**config.mk**
```make
export PLATFORM = sky130hd
export DESIGN_NAME = player_move_ctrl
export DESIGN_NICKNAME = d
export VERILOG_FILES = /design/src/rtl/player_move_ctrl.sv
export SDC_FILE = /design/constraint.sdc
export NUM_CORES = 1
export LEC_CHECK = 0
export BUFFER_PORTS_ARGS = -buffer_cell sky130_fd_sc_hd__buf_2
export CORE_MARGIN = 2
export CORE_UTILIZATION = 60
export DETAILED_ROUTE_END_ITERATION = 7
export PLACE_DENSITY = 0.76
export SYNTH_ARGS = -nofsm -noshare
export SYNTH_HDL_FRONTEND = slang
export SYNTH_SLANG_ARGS = --single-unit
```
**constraint.sdc**
```tcl
create_clock -name clk -period 2.6 [get_ports clk]
set_input_delay 0.39 -clock clk [delete_from_list [all_inputs] [get_ports clk]]
set_output_delay 0.39 -clock clk [all_outputs]
set_load 0.01 [all_outputs]
```
**src/rtl/player_move_ctrl.sv**
```systemverilog
// rtl/player_move_ctrl.sv - button sync/debounce, first-pressed arbiter, run/pause FSM and move_clock divider
// Optional debounce counters: define PLAYER_CTRL_DEBOUNCE_EN (otherwise debounced level = synchronizer output).
module player_move_ctrl #(
  parameter int DEBOUNCE_CYC = 500000,
  parameter int MOVE_DIV     = 250000,
  parameter int CNT_W        = 20
) (
  input  logic       clk,
  input  logic       reset,
  input  logic       btn_left,
  input  logic       btn_right,
  input  logic       btn_up,
  input  logic       btn_down,
  input  logic       btn_start,
  output logic       left,
  output logic       right,
  output logic       up,
  output logic       down,
  output logic       move_clock,
  output logic [2:0] dir_code,
  output logic       running
);

  typedef enum logic [1:0] {
    IDLE  = 2'd0,
    RUN   = 2'd1,
    PAUSE = 2'd2
  } state_t;

  localparam logic [CNT_W-1:0] DIV_LAST = CNT_W'(MOVE_DIV - 1);
  localparam logic [CNT_W-1:0] DIV_LOAD = CNT_W'(MOVE_DIV - 2);
  localparam logic [CNT_W-1:0] DIV_FALL = CNT_W'(MOVE_DIV / 2 - 1);

  // bit order: 0 left, 1 right, 2 up, 3 down, 4 start
  logic [4:0] btn_raw;
  logic [4:0] sync1;
  logic [4:0] sync2;
  logic [4:0] db_lvl;

  assign btn_raw = {btn_start, btn_down, btn_up, btn_right, btn_left};

  always_ff @(posedge clk or posedge reset) begin
    if (reset) begin
      sync1 <= '0;
      sync2 <= '0;
    end else begin
      sync1 <= btn_raw;
      sync2 <= sync1;
    end
  end

`ifdef PLAYER_CTRL_DEBOUNCE_EN
  localparam logic [CNT_W-1:0] DB_LAST = CNT_W'(DEBOUNCE_CYC - 1);

  logic [CNT_W-1:0] db_cnt [5];

  always_ff @(posedge clk or posedge reset) begin
    if (reset) begin
      db_lvl <= '0;
      for (int i = 0; i < 5; i++) db_cnt[i] <= '0;
    end else begin
      for (int i = 0; i < 5; i++) begin
        if (sync2[i] == db_lvl[i]) begin
          db_cnt[i] <= '0;
        end else if (db_cnt[i] == DB_LAST) begin
          db_lvl[i] <= sync2[i];
          db_cnt[i] <= '0;
        end else begin
          db_cnt[i] <= db_cnt[i] + 1'b1;
        end
      end
    end
  end
`else
  assign db_lvl = sync2;
`endif

  // First-pressed arbiter: a live owner keeps the grant, otherwise fixed priority picks
  logic [3:0] held;
  logic       owner_vld;
  logic [1:0] owner_idx;
  logic       arb_vld;
  logic [1:0] arb_idx;

  assign held = db_lvl[3:0];

  always_comb begin
    arb_vld = owner_vld & held[owner_idx];
    arb_idx = owner_idx;
    if (!arb_vld) begin
      arb_vld = |held;
      if (held[0])      arb_idx = 2'd0;
      else if (held[1]) arb_idx = 2'd1;
      else if (held[2]) arb_idx = 2'd2;
      else if (held[3]) arb_idx = 2'd3;
      else              arb_idx = 2'd0;
    end
  end

  always_ff @(posedge clk or posedge reset) begin
    if (reset) begin
      owner_vld <= 1'b0;
      owner_idx <= 2'd0;
    end else begin
      owner_vld <= arb_vld;
      owner_idx <= arb_idx;
    end
  end

  state_t state;
  state_t state_nxt;
  logic   start_prev;
  logic   start_rise;

  assign start_rise = db_lvl[4] & ~start_prev;

  always_comb begin
    state_nxt = state;
    if (start_rise) begin
      case (state)
        IDLE:    state_nxt = RUN;
        RUN:     state_nxt = PAUSE;
        PAUSE:   state_nxt = RUN;
        default: state_nxt = IDLE;
      endcase
    end
  end

  always_ff @(posedge clk or posedge reset) begin
    if (reset) begin
      state      <= IDLE;
      start_prev <= 1'b0;
      running    <= 1'b0;
    end else begin
      state      <= state_nxt;
      start_prev <= db_lvl[4];
      running    <= (state_nxt == RUN);
    end
  end

  logic [CNT_W-1:0] div_cnt;
  logic             step_vld;

  assign step_vld = arb_vld && (state == RUN);

  // Directions load one cycle before move_clock rises so they are stable on its edge
  always_ff @(posedge clk or posedge reset) begin
    if (reset) begin
      div_cnt    <= '0;
      move_clock <= 1'b0;
      left       <= 1'b0;
      right      <= 1'b0;
      up         <= 1'b0;
      down       <= 1'b0;
      dir_code   <= 3'b100;
    end else begin
      div_cnt <= (div_cnt == DIV_LAST) ? '0 : div_cnt + 1'b1;
      if (div_cnt == DIV_LAST)      move_clock <= 1'b1;
      else if (div_cnt == DIV_FALL) move_clock <= 1'b0;
      if (div_cnt == DIV_LOAD) begin
        left     <= step_vld && (arb_idx == 2'd0);
        right    <= step_vld && (arb_idx == 2'd1);
        up       <= step_vld && (arb_idx == 2'd2);
        down     <= step_vld && (arb_idx == 2'd3);
        dir_code <= step_vld ? {1'b0, arb_idx} : 3'b100;
      end
    end
  end

endmodule

```
; ---- Word-level counts from Yosys, hierarchy flattened
; Index checks and enable logic that the tools add are counted.
[totals]
register_bits = 45
latch_bits = 0
mem_bits_rw = 0
mem_bits_ro = 0
in_bits = 7
output_inout_bits = 9
wordCells = 52
n_memories = 0
[classes]
n_addsub = 1
mul = 0
n_div = 0
order_cmp = 1
eq_ne = 9
n_shift = 0
n_mux = 14
n_bitwise = 3
reduce_logical = 10
[op_table]
columns = operator, count
row1 = $eq 20x18->1 const B, 2
row2 = $add 20x1->20 const B, 1
row3 = $eq 20x17->1 const B, 1
row4 = $mux 20, 1
row5 = $mux 2, 6
row6 = $eq 2x1->1 const B, 3
row7 = $eq 2x2->1 const B, 3
row8 = $logic_and 1x1->1, 5
row9 = $logic_not 2->1, 2
row10 = $mux 1, 4
row11 = $pmux 2 s2, 1
row12 = $reduce_or 4->1, 1
row13 = $lt 2x3->1 const B, 1
row14 = $mux 3, 1
row15 = $and 1x1->1, 2
row16 = $bmux 1 s2, 1
row17 = $reduce_bool 2->1, 1
row18 = $reduce_or 2->1, 1
row19 = $not 1->1, 1

; ---- Logic depth before layout (Yosys ltp)
[logic_depth]
word_depth = 7
mapped_depth = 6
ltp_nobuf = 5

; ---- Worst setup path before layout
; OpenSTA, ideal clock, no wires.
[synth_timing]
path_type = register to register
startpoint = reg div_cnt[4]
endpoint = reg dir_code[2]
setup_ns = 0.082
arrival_time_ns = 1.727
required_time_ns = 2.518
setup_slack_ns = 0.791
stages_incl_launch_ff = 6
n_path_buf = 1
period_less_slack_ns = 1.809
path_cell_list = dfrtp_1 nor4_4 nand4_4 or3_1 buf_6 mux2_4
[synth_between]
elab_chain_len = 1
[synth_lines]
columns = element, line_no
row1 = "start, declared", 141  ; logic [CNT_W-1:0] div_cnt;
row2 = "start signal, assigned", 157  ; div_cnt <= (div_cnt == DIV_LAST) ? '0 : div_cnt + 1'b1;
row3 = $eq 20x18->1, 160  ; if (div_cnt == DIV_LOAD) begin
row4 = "end signal, assigned", 165  ; dir_code <= step_vld ? {1'b0, arb_idx} : 3'b100;
row5 = "end, declared", 20  ; output logic [2:0] dir_code,
; Every way passes these cells.
; A chain may end at the register's enable or synchronous reset.

; ---- Final worst setup path
[layout_timing]
startpoint = reg div_cnt[6]
endpoint = reg dir_code[2]
; Same word-level chain as after synthesis.

==> flow_summary.json <==
{
  "min_path_type": "primary input to asynchronous set/reset pin",
  "viasPerCell": 5.61,
  "r2r_end": "dir_code[2]",
  "grt_max_degree": 46,
  "ff2ff_path_depth": 4,
  "syn_area_per_cell_um2": 11.8,
  "grt_pass1_vias": 1215,
  "clk_latency_ns": 0.36,
  "nFillCells": 249,
  "p_leak_nw": 0.982,
  "area_growth_pct": 10.7,
  "cts.sinks": 45,
  "dpl_cell_area_um2": 2080,
  "worstPathMaxFanout": 9,
  "grt_pass1_wl_um": 5510,
  "status": "finished clean",
  "cts_resized": 0,
  "antenna_found_initial": 0,
  "skew_ns": 0.00759,
  "finalCritPeriodShare_pct": 73.8,
  "r2r_start": "div_cnt[6]",
  "hold_viol": 0,
  "endpoint": "dir_code[2]",
  "cts_tree": "yes",
  "synth_fp_nets": 175,
  "die_h_um": 61.1,
  "grt_overflow": 0,
  "rows": 20,
  "slew_headroom_pct": 58.3,
  "drive_gt1_share_pct": 18.5,
  "maxCapViolCount": 0,
  "hold_buffers": 0,
  "worstSetupStartpoint": "div_cnt[6]",
  "dieArea_um2": 3730,
  "dieWidth_um": 61.1,
  "yosysSeqAreaShare_pct": 57.6,
  "place_congestion": 0.882,
  "critPathKind": "flop to flop",
  "final_area_um2": 2170,
  "initial_utilization_pct": 63.5,
  "cts_made_buffers": 5,
  "ys_types": 40,
  "drcViolationCount": 0,
  "drt_iter0_drc": 90,
  "rsz0062_at_grt": "false",
  "n_antenna_cell": 0,
  "nNetsFinal": 197,
  "fin_crit_ns": 1.92,
  "crit_path_end_kind": "flop",
  "vias": 1307,
  "yosys_warnings": 0,
  "syn_area_um2": 1960,
  "finalSetupTns_ns": 0,
  "power_density_nw_per_um2": 602,
  "cp.required_ns": 2.90,
  "first_pass_iters": 4,
  "ir_drop_uv": 426,
  "io_pins": 16,
  "port_buffers": 15,
  "clkTransAtPathRegs_ns": 0.13,
  "finalSetupViolCount": 0,
  "antenna_left": 0,
  "core_um2": 3080,
  "r2r_slack_ns": 0.68,
  "synth_seq_cells": 45,
  "cts_htree_levels": 2,
  "arrival_ns": 2.22,
  "clock.fmax_mhz": 521,
  "worst_slew_pin_slew_ns": 0.623,
  "wire_per_inst_um": 13.9,
  "post_cts_buffers": 0,
  "routed_wl_um": 3250,
  "grt_use_total_pct": 20.8,
  "maxSlewViolCount": 0,
  "final_util_pct": 70.4,
  "root_buffer": "clkbuf_4",
  "finalPower_w": 0.00130,
  "synthCells": 166,
  "cp-start-kind": "flop",
  "ctsLongestPathBuffers": 2,
  "place_hpwl_um": 2300
}
[logic make-up (layout without fill, tap and decap cells)]
family                   Yosys count  count (layout)  synth area share [%]
XOR/XNOR                          15              15                  6.72
flip-flops                        45              45                  57.6
buffers and inverters              7              30                  1.73
AND/OR/NAND/NOR                   70              70                  22.5
adder cells (fa/ha/maj)            2               2                  1.28
multiplexers                       4               4                  2.30
AO/OA/AOI/OAI                     23              23                  7.87
[registers in the layout, indices dropped and copies added, names as in the netlist]
signal and cells:
up 1, right 1, sync1 5, move_clock 1
start_prev 1, db_lvl 5, owner_idx 2, left 1
div_cnt 20, owner_vld 1, dir_code 3, state 2
running 1, down 1
[cell usage in the layout, fill, tap and decap left out, drive strengths merged, types with 5 or more instances in the layout]
| master | count |
|---|---|
| buf | 16 |
| clkbuf | 5 |
| dfrtp | 44 |
| inv | 6 |
| nand2 | 12 |
| nand2b | 6 |
| nand3 | 9 |
| nand4 | 5 |
| nor2 | 10 |
| nor3 | 7 |
| o21ai | 6 |
| o31ai | 11 |
| xnor2 | 8 |
| xor2 | 7 |
[metal layers]
layer / vias to the layer above / GRT usage (%) / share of wire [%]
li1: 644 / - / -
met2: 34 / 31.0 / 46
met1: 622 / 27.8 / 47
met3: 7 / 6.51 / 5.5
met5: - / 0 / 0
met4: 0 / 9.94 / 1.8
[final cells by class]
class / instances / area (um^2) / share of cell area, %
Inverter: 6 / 22.5 / 1.04
Timing Repair Buffer: 16 / 82.6 / 3.81
Sequential cell: 45 / 1130 / 52.1
Multi-Input combinational cell: 114 / 795 / 36.7
Clock buffer: 5 / 37.5 / 1.73
Tap cell: 44 / 55.1 / 2.54
Clock inverter: 3 / 46.3 / 2.14
[synth_stat cells (all sizes together)]
cell	count	share of area, %
dfrtp	44	56
nand2	12	2.4
o31ai	11	4.2
nor2	10	1.9
nand3	9	2.3
xnor2	8	3.6
nor3	7	2.3
xor2	7	3.1
inv	6	1.2
nand2b	6	1.9
o21ai	6	1.5
nand4	5	2.4
and4	3	1.4
mux2i	3	1.5
nor2b	3	0.96
or3	3	0.96
a21oi	2	0.51
ha	2	1.3
nand3b	2	0.77
nor4	2	1.4
or4	2	0.96
a21o	1	0.38
and2	1	0.32
and3	1	0.32
and4b	1	0.51
buf	1	0.58
dfstp	1	1.3
mux2	1	0.77
nor4b	1	0.77
nor4bb	1	0.51
o221ai	1	0.45
o22ai	1	0.32
o311ai	1	0.45
or2	1	0.32
[stage by stage]
| stage | cells | worst slack (ns) | hold slack (ns) |
|---|---|---|---|
| finish | 233 | 0.682 | 0.125 |
| global route | 233 | 0.562 | 0.0915 |
| CTS | 233 | 0.686 | 0.109 |
| detailed placement | 225 | 0.702 | 0.336 |
| global placement | 225 | 0.761 | 0.334 |
| floorplan | 166 | 0.791 | 0.331 |
[worst min-delay path by stage]
stage           endpoint  slack (ns)
2_1_floorplan  db_lvl[0]        0.33
5_1_grt         sync1[1]        0.09
6_report       db_lvl[4]        0.13
3_3_place_gp   db_lvl[1]        0.33
4_1_cts         sync1[0]        0.11
3_5_place_dp   db_lvl[1]        0.34
[power breakdown]
| part | internal, W | leakage, nW | switching (W) |
|---|---|---|---|
| sequential | 0.000736 | 0.573 | 0.0000207 |
| combinational | 0.0000502 | 0.367 | 0.0000685 |
| clock | 0.000204 | 0.0414 | 0.000224 |
| total | 0.000990 | 0.982 | 0.000313 |
[critical path, cell delays in order, from the launching register on]
cell and delay (ns):
dfrtp_1 0.48, nor4b_2 0.37, nand2_2 0.18, or3_1 0.51
mux2_4 0.33
Power figures use the tool's default switching activity.
